**config.mk**
```make
export PLATFORM = sky130hd
export DESIGN_NAME = aes_round_sequencer_flat
export DESIGN_NICKNAME = d
export VERILOG_FILES = /design/src/rtl/aes_round_sequencer_if.sv /design/src/rtl/aes_round_sequencer.sv /design/src/flat_wrapper.sv
export SDC_FILE = /design/constraint.sdc
export NUM_CORES = 1
export LEC_CHECK = 0
export ABC_AREA = 1
export BUFFER_PORTS_ARGS = -buffer_cell sky130_fd_sc_hd__clkbuf_2
export CAP_MARGIN = 20
export CORE_MARGIN = 5
export CORE_UTILIZATION = 52
export DETAILED_ROUTE_END_ITERATION = 6
export PLACE_DENSITY = 0.83
export SYNTH_ARGS = -nofsm -noshare
export SYNTH_HDL_FRONTEND = slang
export SYNTH_SLANG_ARGS = --single-unit
```
**constraint.sdc**
```tcl
create_clock -name clk_i -period 2.4 [get_ports clk_i]
set_clock_uncertainty 0.05 [all_clocks]
set_input_delay 0.48 -clock clk_i [delete_from_list [all_inputs] [get_ports clk_i]]
set_output_delay 0.48 -clock clk_i [all_outputs]
set_load 0.005 [all_outputs]
```
**src/rtl/aes_round_sequencer_if.sv**
```systemverilog
// Control bundle between the core wrapper and the AES round sequencer.
// The wrapper (master) issues start/destruction requests; the sequencer
// (slave) returns status, phase strobes, round index and round constant.
interface aes_round_sequencer_if;
  logic       start_i;
  logic       destruct_req_i;
  logic       busy_o;
  logic       done_o;
  logic       ctrl_start_o;
  logic       ctrl_st_ke_o;
  logic       ctrl_st_code_o;
  logic       ctrl_last_o;
  logic       ctrl_st_out_o;
  logic       ctrl_st_unmask_o;
  logic       key_destruct_o;
  logic [3:0] round_o;
  logic [7:0] rcon_o;

  modport master (
    output start_i, destruct_req_i,
    input  busy_o, done_o, ctrl_start_o, ctrl_st_ke_o, ctrl_st_code_o,
           ctrl_last_o, ctrl_st_out_o, ctrl_st_unmask_o, key_destruct_o,
           round_o, rcon_o
  );

  modport slave (
    input  start_i, destruct_req_i,
    output busy_o, done_o, ctrl_start_o, ctrl_st_ke_o, ctrl_st_code_o,
           ctrl_last_o, ctrl_st_out_o, ctrl_st_unmask_o, key_destruct_o,
           round_o, rcon_o
  );
endinterface

```
**src/rtl/aes_round_sequencer.sv**
```systemverilog
// Control FSM for the masked AES-128 datapath: load, NROUNDS combined
// code/key-expansion rounds, output, optional unmask, then done. Key
// destruction requests are run from IDLE, deferred while an operation is busy.
module aes_round_sequencer #(
  parameter int unsigned NROUNDS         = 10,
  parameter int unsigned SHARES_EN       = 1,
  parameter int unsigned DESTRUCT_CYCLES = 2
) (
  input logic                 clk_i,
  input logic                 srst_i,
  aes_round_sequencer_if.slave bus
);

  typedef enum logic [2:0] {
    S_IDLE,
    S_LOAD,
    S_ROUND,
    S_OUT,
    S_UNMASK,
    S_DESTRUCT
  } state_t;

  localparam logic [3:0] LAST_ROUND = 4'(NROUNDS);
  localparam logic [3:0] LAST_DCNT  = 4'(DESTRUCT_CYCLES - 1);
  localparam bit         SHARES     = (SHARES_EN != 0);

  state_t     state_q, state_d;
  logic [3:0] round_q, round_d;
  logic [7:0] rcon_q,  rcon_d;
  logic [3:0] dcnt_q,  dcnt_d;
  logic       pend_q,  pend_d;
  logic       done_q,  done_d;

  // GF(2^8) doubling modulo the AES polynomial, producing the next Rcon.
  function automatic logic [7:0] xtime(input logic [7:0] v);
    return {v[6:0], 1'b0} ^ (v[7] ? 8'h1B : 8'h00);
  endfunction

  // State, round/rcon, destruct bookkeeping and done pulse registers.
  always_ff @(posedge clk_i) begin
    if (srst_i) begin
      state_q <= S_IDLE;
      round_q <= '0;
      rcon_q  <= '0;
      dcnt_q  <= '0;
      pend_q  <= 1'b0;
      done_q  <= 1'b0;
    end else begin
      state_q <= state_d;
      round_q <= round_d;
      rcon_q  <= rcon_d;
      dcnt_q  <= dcnt_d;
      pend_q  <= pend_d;
      done_q  <= done_d;
    end
  end

  // Next-state logic. round/rcon fall back to zero so they read 0 outside ROUND.
  always_comb begin
    state_d = state_q;
    round_d = '0;
    rcon_d  = '0;
    dcnt_d  = '0;
    pend_d  = pend_q;
    done_d  = 1'b0;

    unique case (state_q)
      S_IDLE: begin
        // Destruction wins over a simultaneous start; that start is dropped.
        if (bus.destruct_req_i || pend_q) state_d = S_DESTRUCT;
        else if (bus.start_i)             state_d = S_LOAD;
      end
      S_LOAD: begin
        state_d = S_ROUND;
        round_d = 4'd1;
        rcon_d  = 8'h01;
      end
      S_ROUND: begin
        if (round_q == LAST_ROUND) begin
          state_d = S_OUT;
        end else begin
          round_d = round_q + 4'd1;
          rcon_d  = xtime(rcon_q);
        end
      end
      S_OUT: begin
        if (SHARES) begin
          state_d = S_UNMASK;
        end else begin
          state_d = S_IDLE;
          done_d  = 1'b1;
        end
      end
      S_UNMASK: begin
        state_d = S_IDLE;
        done_d  = 1'b1;
      end
      S_DESTRUCT: begin
        if (dcnt_q == LAST_DCNT) state_d = S_IDLE;
        else                     dcnt_d  = dcnt_q + 4'd1;
      end
      default: state_d = S_IDLE;
    endcase

    // Pending flag: cleared on entry to DESTRUCT, set by any request while busy.
    if (state_q == S_IDLE && state_d == S_DESTRUCT) pend_d = 1'b0;
    else if (state_q != S_IDLE && bus.destruct_req_i) pend_d = 1'b1;
  end

  // Moore output decode from the registered state only.
  assign bus.busy_o           = (state_q != S_IDLE);
  assign bus.done_o           = done_q;
  assign bus.ctrl_start_o     = (state_q == S_LOAD);
  assign bus.ctrl_st_ke_o     = (state_q == S_ROUND);
  assign bus.ctrl_st_code_o   = (state_q == S_ROUND);
  assign bus.ctrl_last_o      = (state_q == S_ROUND) && (round_q == LAST_ROUND);
  assign bus.ctrl_st_out_o    = (state_q == S_OUT);
  assign bus.ctrl_st_unmask_o = (state_q == S_UNMASK) || (!SHARES && state_q == S_OUT);
  assign bus.key_destruct_o   = (state_q == S_DESTRUCT);
  assign bus.round_o          = round_q;
  assign bus.rcon_o           = rcon_q;

endmodule
```
**src/flat_wrapper.sv**
```systemverilog
// flat-port wrapper written by rule: the top's interface ports become plain ports
module aes_round_sequencer_flat 
#(
  parameter int unsigned NROUNDS         = 10,
  parameter int unsigned SHARES_EN       = 1,
  parameter int unsigned DESTRUCT_CYCLES = 2
)
  (clk_i, srst_i, bus_start_i, bus_destruct_req_i, bus_busy_o, bus_done_o, bus_ctrl_start_o, bus_ctrl_st_ke_o, bus_ctrl_st_code_o, bus_ctrl_last_o, bus_ctrl_st_out_o, bus_ctrl_st_unmask_o, bus_key_destruct_o, bus_round_o, bus_rcon_o);
  aes_round_sequencer_if bus_i ();
  input logic clk_i;
  input logic srst_i;
  input wire logic [$bits(bus_i.start_i)-1:0] bus_start_i;
  input wire logic [$bits(bus_i.destruct_req_i)-1:0] bus_destruct_req_i;
  output wire logic [$bits(bus_i.busy_o)-1:0] bus_busy_o;
  output wire logic [$bits(bus_i.done_o)-1:0] bus_done_o;
  output wire logic [$bits(bus_i.ctrl_start_o)-1:0] bus_ctrl_start_o;
  output wire logic [$bits(bus_i.ctrl_st_ke_o)-1:0] bus_ctrl_st_ke_o;
  output wire logic [$bits(bus_i.ctrl_st_code_o)-1:0] bus_ctrl_st_code_o;
  output wire logic [$bits(bus_i.ctrl_last_o)-1:0] bus_ctrl_last_o;
  output wire logic [$bits(bus_i.ctrl_st_out_o)-1:0] bus_ctrl_st_out_o;
  output wire logic [$bits(bus_i.ctrl_st_unmask_o)-1:0] bus_ctrl_st_unmask_o;
  output wire logic [$bits(bus_i.key_destruct_o)-1:0] bus_key_destruct_o;
  output wire logic [$bits(bus_i.round_o)-1:0] bus_round_o;
  output wire logic [$bits(bus_i.rcon_o)-1:0] bus_rcon_o;
  assign bus_i.start_i = bus_start_i;
  assign bus_i.destruct_req_i = bus_destruct_req_i;
  assign bus_busy_o = bus_i.busy_o;
  assign bus_done_o = bus_i.done_o;
  assign bus_ctrl_start_o = bus_i.ctrl_start_o;
  assign bus_ctrl_st_ke_o = bus_i.ctrl_st_ke_o;
  assign bus_ctrl_st_code_o = bus_i.ctrl_st_code_o;
  assign bus_ctrl_last_o = bus_i.ctrl_last_o;
  assign bus_ctrl_st_out_o = bus_i.ctrl_st_out_o;
  assign bus_ctrl_st_unmask_o = bus_i.ctrl_st_unmask_o;
  assign bus_key_destruct_o = bus_i.key_destruct_o;
  assign bus_round_o = bus_i.round_o;
  assign bus_rcon_o = bus_i.rcon_o;
  aes_round_sequencer #(.NROUNDS(NROUNDS), .SHARES_EN(SHARES_EN), .DESTRUCT_CYCLES(DESTRUCT_CYCLES)) u_core (.clk_i(clk_i), .srst_i(srst_i), .bus(bus_i));
endmodule
```
# [Word-level counts from Yosys, hierarchy flattened]
# Cells that the tools add are included.
[word_totals] register_bits=21 inputBits=4 out_inout_bits=21 word_cells=37
[classes] n_addsub=2 n_eq_ne=8 muxes=11 n_bitwise=2 reduce_logical=8
[op_table] cell="$pmux W8 S2" n=1
[op_table] cell="$pmux W3 S5" n=1
[op_table] cell="$mux W3" n=4
[op_table] cell="$eq A3 B3 Y1 const B" n=3
[op_table] cell="$add A4 B1 Y4 const B" n=2
[op_table] cell="$mux W8" n=1
[op_table] cell="$pmux W4 S2" n=1
[op_table] cell="$xor A8 B8 Y8" n=1
[op_table] cell="$eq A3 B2 Y1 const B" n=2
[op_table] cell="$mux W5" n=1
[op_table] cell="$eq A4 B1 Y1 const B" n=1
[op_table] cell="$eq A4 B4 Y1 const B" n=1
[op_table] cell="$mux W4" n=1
[op_table] cell="$eq A3 B1 Y1 const B" n=1
[op_table] cell="$logic_and A1 B1 Y1" n=3
[op_table] cell="$logic_not A3 Y1" n=1
[op_table] cell="$reduce_bool A3 Y1" n=1
[op_table] cell="$reduce_or A3 Y1" n=1
[op_table] cell="$reduce_or A2 Y1" n=1
[op_table] cell="$logic_or A1 B1 Y1" n=1
[op_table] cell="$mux W1" n=1
[op_table] cell="$not A1 Y1" n=1

# [Depth between registers and ports, before layout]
# Gate-level depths: netlist of the first run.
[depth] word_depth=6 ltp_mapped=8

# [Least setup slack after synthesis of the first run]
# Ideal clock, no wire load.
[synth_path] path_type="register to output" start="register u_core.round_q[0] (netlist: u_core.bus.round_o[0])" end="output bus_ctrl_last_o" arrival_ps=846 required_ps=1870 slack_ps=1024 stages_incl_launch_ff=7 n_path_buf=0 path_cell_list="dfxtp_1 inv_1 ha_1 nand2_1 nor2_1 nand2_1 inv_1"
[synth_via] elab_chain_len=2
[synth_lines] element="from (decl)" line="aes_round_sequencer.sv:28" source="logic [3:0] round_q, round_d;"
[synth_lines] element="from (signal assigned)" line="aes_round_sequencer.sv:50" source="round_q <= round_d;"
[synth_lines] element="$eq A4 B4 Y1" line="aes_round_sequencer.sv:116" source="assign bus.ctrl_last_o = (state_q == S_ROUND) && (round_q == LAST_ROUND);"
[synth_lines] element="$logic_and A1 B1 Y1" line="aes_round_sequencer.sv:116"
[synth_lines] element="to (decl)" line="flat_wrapper.sv:19" source="output wire logic [$bits(bus_i.ctrl_last_o)-1:0] bus_ctrl_last_o;"
# Every way passes these cells.

# [Final worst setup path of the first run]
# Same ends and word-level chain as after synthesis.

==> results of run 1 <==
-- area by class of cell --
type | count | area (um^2) | share of cell area (%)
sequential | 21 | 420 | 41.6
multi-input combinational | 63 | 359 | 35.6
timing repair buffer | 24 | 120 | 11.9
inverter | 17 | 63.8 | 6.32
clock buffer | 4 | 26.3 | 2.60
tap | 16 | 20.0 | 1.98
-- placed cells by master, fill, tap and decap left out, types with 2 or more instances in the layout --
cell	instances
clkbuf_2	24
clkbuf_4	3
dfxtp_1	21
ha_1	4
inv_1	16
nand2_1	13
nand3_1	9
nor2_1	14
nor2_2	11
nor3_1	2
xnor2_1	5
xor2_1	2
-- cell usage after synthesis, types with 2 or more instances --
cell / count / share of area (%)
xor2_1: 2 / 2.0
inv_1: 16 / 7.0
nand3_1: 9 / 5.2
nor3_1: 2 / 1.2
nor2_1: 14 / 6.1
nand2_1: 13 / 5.7
xnor2_1: 5 / 5.1
nor2_2: 11 / 8.0
ha_1: 4 / 5.8
dfxtp_1: 21 / 49
-- sequential cells by signal, indices dropped and copies added, names as in the netlist --
signal              flops
u_core.bus.done_o       1
u_core.bus.rcon_o       8
u_core.bus.round_o      4
u_core.dcnt_q           4
u_core.pend_q           1
u_core.state_q          3
-- critical path: stages, from the launching register on --
cell	delay, ns
dfxtp_1	0.37
inv_1	0.07
ha_1	0.14
nand2_1	0.05
nor2_1	0.17
nand2_1	0.10
inv_1	0.08
clkbuf_2	0.11
-- worst max path at each step --
stage / start / end
2_1_floorplan: u_core.bus.round_o[0] / bus_ctrl_last_o
3_3_place_gp: u_core.bus.round_o[0] / bus_ctrl_last_o
3_5_place_dp: u_core.bus.round_o[0] / bus_ctrl_last_o
4_1_cts: u_core.bus.round_o[0] / bus_ctrl_last_o
5_1_grt: u_core.state_q[2] / bus_ctrl_last_o
6_report: u_core.bus.round_o[0] / bus_ctrl_last_o
-- power by group through the flow --
stage                     combinational (mW)  clock, mW  sequential (mW)
after floorplan                        0.104          0            0.399
after global placement                 0.148          0            0.400
after CTS                              0.151      0.170            0.394
after global routing                   0.171      0.189            0.400
final                                  0.150      0.164            0.395
after detailed placement               0.149          0            0.402
-- stage by stage --
step | hold slack [ns] | cells | utilization, % | setup WS [ns] | cell area, um^2
CTS | 0.333 | 145 | 65.5 | 0.488 | 1010
global route | 0.333 | 145 | 65.5 | 0.408 | 1010
floorplan | 0.383 | 103 | - | 1.02 | 862
global placement | 0.375 | 141 | 63.8 | 0.902 | 983
finish | 0.343 | 145 | 65.5 | 0.491 | 1010
detailed placement | 0.380 | 141 | 63.8 | 0.833 | 983
-- layer usage --
layer | share of wire (%) | routed length (um) | vias up | global-route usage (%)
met5 | 0 | 0 | - | 0
met4 | 0.77 | 12 | 0 | 6.38
met3 | 4.4 | 68 | 2 | 3.85
met2 | 54 | 846 | 12 | 22.3
met1 | 41 | 636 | 319 | 15.9
li1 | - | - | 357 | -
-- logic make-up (layout without fill, tap and decap cells) --
| kind of cell | Yosys count | in the layout | share of synthesized area, % |
|---|---|---|---|
| buf+inv | 19 | 45 | 9.58 |
| flops | 21 | 21 | 48.8 |
| fa+ha+maj | 4 | 4 | 5.81 |
| simple gates | 51 | 51 | 28.2 |
| compound gates | 1 | 1 | 0.580 |
| xor+xnor | 7 | 7 | 7.11 |
==> results.cfg, run 1 <==
[layout]
final_nets = 138
num_antenna_cells = 0
fillers = 137
syn2layout_area_growth_pct = 17.1
drive_gt1_share_pct = 31.8

[grt]
grt_pass1_vias = 614
track_usage_pct = 13.5
grt_pass1_wl_mm = 2.68
grt_start_max_net_pins = 12
grt_overflow_total = 0
grt_antenna_before_repair = 0

[power]
switching_share_pct = 30.3
switching_power_mw = 0.215
p_int_mw = 0.494
worst_ir_drop_vdd_mv = 0.461
leakage_nw = 0.486
comb_power_share_pct = 21.1
power.density_nw_per_um2 = 702
total_power_mw = 0.709
p_seq_share_pct = 55.7
clkPwrFrac_pct = 23.1

[clock_tree]
post_cts_buffers = 0
cts.path.max_buffers = 2
cts_resized = 0
cts_root_buf = clkbuf_4
cts_buffers = 3
clkLatencyLatePin_ns = 0.30
clock-sinks = 21
cts_tree = built
hold_buffers = 0
htreeDepth = 1
path_clk_slew_ns = 0.11

[floorplan]
die_x_um = 50.7
coreArea_um2 = 1540
io_pins = 25
die_h_um = 50.7
die_area_um2 = 2570
rows = 14
start_util_pct = 55.9

[timing]
layout_min_cycle_time_ns = 1.91
tightest_slew_ns = 0.333
finalSetupTns_ns = 0
fmax_mhz = 524
slew_headroom_pct = 77.7
finalHoldViolations = 0
maxSlewViolCount = 0
grt_setup_unrepaired = false
setup_violations = 0
period_share_pct = 79.5

[setup_path]
r2r_setup_slack_ns = 0.91
cp.required_ns = 1.87
reg2reg_to = u_core.bus.round_o[0]
cp.arrival_ns = 1.38
rr_startpoint = u_core.bus.round_o[0]
worstSetupEndpointType = output pin
critPathLaunchType = flop
crit_fanout = 5
setup.worst_path.class = flop to output pin
rr_worst_depth = 7

[drt]
drc = 0
ant_nets = 0
post_drt_wl_per_cell_um = 10.8
avgViaCountPerCell = 4.76
routed_wirelength_mm = 1.56
first_pass_iters = 4
drt_iter0_drc = 22
via_count = 690

[synthesis]
synth_flop_cell = dfxtp_1
synth_edf_count = 0
syn_avg_cell_area_um2 = 8.37
synth_async_sr_flop_share_pct = 0
synth_area_um2 = 862
yosysWarnings = 0
synth_cells = 103
synth-seq-cells = 21
synthDistinctLibCells = 16
synth_nets = 111
seq_area_frac_synth_pct = 48.8

[placed_design]
place_congestion = 0.798
dp_hpwl_mm = 1.25
port-buffer-count = 24

[worst_hold_path]
hp-start = srst_i
whs_endpoint = u_core.state_q[1]
worstHoldPathType = primary input to flop
hold_depth = 2

[outcome]
status = finished, final reports clean

[flow_run]
cap_violations = 0
Note: power is estimated with default switching activity, not from simulation.
==> run 2, diff against run 1 <==
Settings changed: CORE_UTILIZATION 52 to 49, PLACE_DENSITY 0.83 to 0.79.
Clock period 2.4 ns to 1.91 ns, I/O delays scaled along.
==> results.cfg, run 2 (synthesis gave the netlist of run 1 again) <==
[clock_tree]
cts_buffers = 3
htreeDepth = 1
cts.path.max_buffers = 2
cts_root_buf = clkbuf_4
cts_tree = built
clkLatencyLatePin_ns = 0.30
post_cts_buffers = 0
path_clk_slew_ns = 0.12
clock-sinks = 21

[drt]
ant_nets = 0
drt_iter0_drc = 12
avgViaCountPerCell = 4.42
via_count = 681
drc = 0
post_drt_wl_per_cell_um = 10.2
routed_wirelength_mm = 1.57
first_pass_iters = 4

[layout]
instances_no_fill = 154
drive_gt1_share_pct = 34.1
fillers = 156
syn2layout_area_growth_pct = 19.0
final_util_pct = 60.1
largest_reg_flops = 8
mostFrequentLayoutCells = clkbuf_2, dfxtp_1, inv_1
final_nets = 138
num_antenna_cells = 0
final_common_cell = clkbuf_2

[power]
leakage_nw = 0.488
power.density_nw_per_um2 = 873
switching_share_pct = 30.9
comb_power_share_pct = 20.9
switching_power_mw = 0.277
p_seq_share_pct = 55.5
clkPwrFrac_pct = 23.6
p_int_mw = 0.619
worst_ir_drop_vdd_mv = 0.380

[grt]
grt_pass1_wl_mm = 2.79
grt_pass1_vias = 649
grt_antenna_before_repair = 0
grt_overflow_total = 0
track_usage_pct = 13.9
grt_start_max_net_pins = 13

[floorplan]
coreArea_um2 = 1710
die_area_um2 = 2700
die_h_um = 51.9
start_util_pct = 50.5
rows = 15
io_pins = 25
die_x_um = 51.9

[setup_path]
critPathLaunchType = flop
cp.arrival_ns = 1.35
crit_fanout = 7
worstSetupEndpointType = output pin
critPathSlowestCell = dfxtp_1
critical-path-max-stage-delay_ns = 0.36
setup.worst_path.class = flop to output pin
cp.required_ns = 1.48
cp_common_cell = nand2_1
cp_cell_sequence = inv_2 -> nand2_1 -> nor2_1 -> nand2_1 -> inv_1 -> clkbuf_2

[timing]
maxSlewViolCount = 0
tightest_slew_ns = 0.326
fin_hold_ws_ns = 0.232
grt_setup_unrepaired = false
finalHoldViolations = 0
finalSetupTns_ns = 0
fmax_mhz = 560
setup_violations = 0
period_share_pct = 93.4
layout_min_cycle_time_ns = 1.78
slew_headroom_pct = 78.2

[outcome]
status = finished, final reports clean

[placed_design]
port-buffer-count = 24
place_congestion = 0.821
dp_hpwl_mm = 1.22
placedCellCount = 150

[flow_run]
cap_violations = 0

[worst_hold_path]
worstHoldPathType = primary input to flop
==> run 2: changes by cell type in the layout (fill, tap and decap cells not counted), sizes merged <==
| cell | before | now |
|---|---|---|
| clkbuf | 28 | 27 |
| clkinv | 0 | 1 |
==> run 2: cell type report <==
class	instances	area [um^2]	share of cell area [%]
Sequential cell	21	422	41.1
Timing Repair Buffer	24	120	11.7
Clock buffer	3	22.5	2.20
Tap cell	25	31.3	3.05
Multi-Input combinational cell	63	362	35.2
Clock inverter	1	5.00	0.488
Inverter	17	63.8	6.22
==> run 2: path summary, 6_finish.rpt <==
kind                                       startpoint                     to  slack, ns  cells past startpoint
worst max-delay path                u_core.state_q[2]        bus_ctrl_last_o       0.13                      6
worst min-delay path                           srst_i      u_core.state_q[1]       0.23                      2
worst max register to register  u_core.bus.round_o[0]  u_core.bus.round_o[0]       0.51                      7
worst min register to register   u_core.bus.rcon_o[5]   u_core.bus.rcon_o[6]       0.40                      2
==> run 2: worst max-delay path, delay by kind of cell (launching register included) <==
family,cells,cell delay (ns)
flip-flops,1,0.36
buffers and inverters,3,0.29
AND/OR/NAND/NOR,3,0.39
==> run 2: per-layer routing <==
layer	wire [um]	track usage, %
met5	0	0
met4	14	6.55
met2	818	24.9
met3	74	3.15
met1	659	15.2
==> run 2: repair_timing <==
item	CTS	global route
endpoints found under the setup margin	0	1
resized for setup	0	2
hold buffers	0	0
==> run 2: per-stage QoR <==
stage               setup WS [ns]  instance area, um^2  total power, mW
floorplan                   0.632                  862            0.632
global placement            0.497                  995            0.689
detailed placement          0.468                  995            0.692
CTS                         0.105                 1020            0.909
global route               0.0282                 1030            0.963
finish                      0.125                 1030            0.896
==> run 2: power groups by stage <==
stage	clock network [mW]	registers [mW]	logic (mW)
final	0.212	0.498	0.187
after global routing	0.239	0.504	0.220
after CTS	0.224	0.496	0.189
after detailed placement	0	0.505	0.187
after global placement	0	0.503	0.186
after floorplan	0	0.501	0.131
==> run 3, diff against run 2 <==
Settings changed: CELL_PAD_IN_SITES_DETAIL_PLACEMENT set to 1, CELL_PAD_IN_SITES_GLOBAL_PLACEMENT set to 2, CORE_MARGIN 5 to unset, CORE_UTILIZATION 49 to 28, SKIP_CTS_REPAIR_TIMING set to 1.
==> results.cfg, run 3 (synthesis gave the netlist of run 1 again) <==
[grt]
grt_overflow_total = 0
grt_pass1_vias = 687
grt_pass1_wl_mm = 2.92
grt_antenna_before_repair = 0
track_usage_pct = 11.9
grt_start_max_net_pins = 12

[layout]
final_util_pct = 36.4
fillers = 377
mostFrequentLayoutCells = clkbuf_2, dfxtp_1, inv_1
largest_reg_flops = 8
syn2layout_area_growth_pct = 19.6
final_nets = 138
finalInstanceArea_um2 = 1030
drive_gt1_share_pct = 32.6
instances_no_fill = 160
final_common_cell = clkbuf_2
num_antenna_cells = 0

[drt]
wl_met3_um = 68
routed_wirelength_mm = 1.71
m1WireLength_um = 788
first_pass_iters = 7
post_drt_wl_per_cell_um = 10.7
drt_iter0_drc = 10
avgViaCountPerCell = 4.34
route.met2.wl_um = 817
drc = 2
maxUsedRoutingLayer = met4
via_count = 695
ant_nets = 0

[worst_hold_path]
whs_endpoint = u_core.state_q[1]
worstHoldPathType = primary input to flop
hp-start = srst_i
hold_depth = 2

[flow_run]
cap_violations = 0

[setup_path]
critical-path-max-stage-delay_ns = 0.42
cp.arrival_ns = 1.34
cp_cell_sequence = inv_1 -> ha_1 -> nand2_1 -> nor2_2 -> nand2_1 -> inv_1 -> clkbuf_2
critPathLaunchType = flop
worstSetupEndpointType = output pin
rr_worst_depth = 7
critPathSlowestCell = dfxtp_1
reg2reg_to = u_core.bus.round_o[0]
crit_family = flip-flops
cp.required_ns = 1.48
cp_num_buf_inv = 3
setup.worst_path.class = flop to output pin
rr_startpoint = u_core.bus.round_o[0]
r2r_setup_slack_ns = 0.43
crit_fanout = 5

[floorplan]
io_pins = 25
rows = 19
die_x_um = 57.5
die_h_um = 57.5
coreArea_um2 = 2830
start_util_pct = 30.5
die_area_um2 = 3300

[clock_tree]
clock-sinks = 21
clkLatencyLatePin_ns = 0.30
cts.path.max_buffers = 2
cts_tree = built
cts_root_buf = clkbuf_4
htreeDepth = 1
cts_buffers = 3
path_clk_slew_ns = 0.11

[timing]
layout_min_cycle_time_ns = 1.78
grt_setup_unrepaired = false
slew_headroom_pct = 77.0
setup_violations = 0
fmax_mhz = 563
tightest_slew_ns = 0.343
finalHoldViolations = 0
period_share_pct = 92.9
finalSetupTns_ns = 0
maxSlewViolCount = 0

[placed_design]
port-buffer-count = 24
dpl_cell_area_um2 = 1000
place_congestion = 0.804
placedCellCount = 156
dp_hpwl_mm = 1.38

[power]
switching_share_pct = 30.6
comb_power_share_pct = 21.0
leakage_nw = 0.485
power.density_nw_per_um2 = 868
worst_ir_drop_vdd_mv = 0.380
p_seq_share_pct = 55.7
switching_power_mw = 0.274
clkPwrFrac_pct = 23.3
p_int_mw = 0.622

[outcome]
failed_checks = design-rule violations
status = finished, violations left
[run 3: stage by stage]
stage                     hold WS, ns  total power, mW  setup WS (ns)
after floorplan                 0.383            0.632          0.632
after global placement          0.380            0.696          0.453
after detailed placement        0.382            0.700          0.442
after CTS                       0.215            0.915         0.0797
after global routing            0.216            0.958        0.00961
final                           0.232            0.895          0.135
[run 3: area by class of cell]
type / instances / area, um^2 / share of cell area, %
Sequential cell: 21 / 420 / 40.8
Timing Repair Buffer: 24 / 120 / 11.7
Multi-Input combinational cell: 63 / 362 / 35.1
Tap cell: 31 / 38.8 / 3.76
Inverter: 17 / 63.8 / 6.19
Clock buffer: 4 / 26.3 / 2.55
[run 3: power by group through the flow]
stage / sequential [mW] / clock, mW / combinational [mW]
2_1_floorplan: 0.501 / 0 / 0.131
3_3_place_gp: 0.507 / 0 / 0.189
3_5_place_dp: 0.509 / 0 / 0.191
4_1_cts: 0.499 / 0.224 / 0.192
5_1_grt: 0.502 / 0.240 / 0.217
6_report: 0.499 / 0.209 / 0.188
[run 3: worst max path at each step]
stage / startpoint / slack [ns] / endpoint / depth (start not counted)
finish: u_core.bus.round_o[0] / 0.13 / bus_ctrl_last_o / 7
global route: u_core.state_q[2] / 0.01 / bus_ctrl_last_o / 6
CTS: u_core.bus.round_o[0] / 0.08 / bus_ctrl_last_o / 7
detailed placement: u_core.bus.round_o[0] / 0.44 / u_core.bus.round_o[0] / 7
global placement: u_core.state_q[2] / 0.45 / bus_ctrl_last_o / 6
floorplan: u_core.bus.round_o[0] / 0.63 / bus_ctrl_last_o / 6
[run 3: worst reg2reg max path, delay by kind of cell, from the launching register on]
family                   cells  cell delay [ns]
flip-flops                   1             0.42
buffers and inverters        1             0.06
adder cells (fa/ha/maj)      1             0.19
AO/OA/AOI/OAI                1             0.20
AND/OR/NAND/NOR              4             0.49
[run 3: metal layers]
layer / vias to the layer above / global-route usage [%]
met3: 5 / 4.08
li1: 359 / -
met1: 319 / 13.5
met5: - / 0
met4: 0 / 6.27
met2: 12 / 19.6
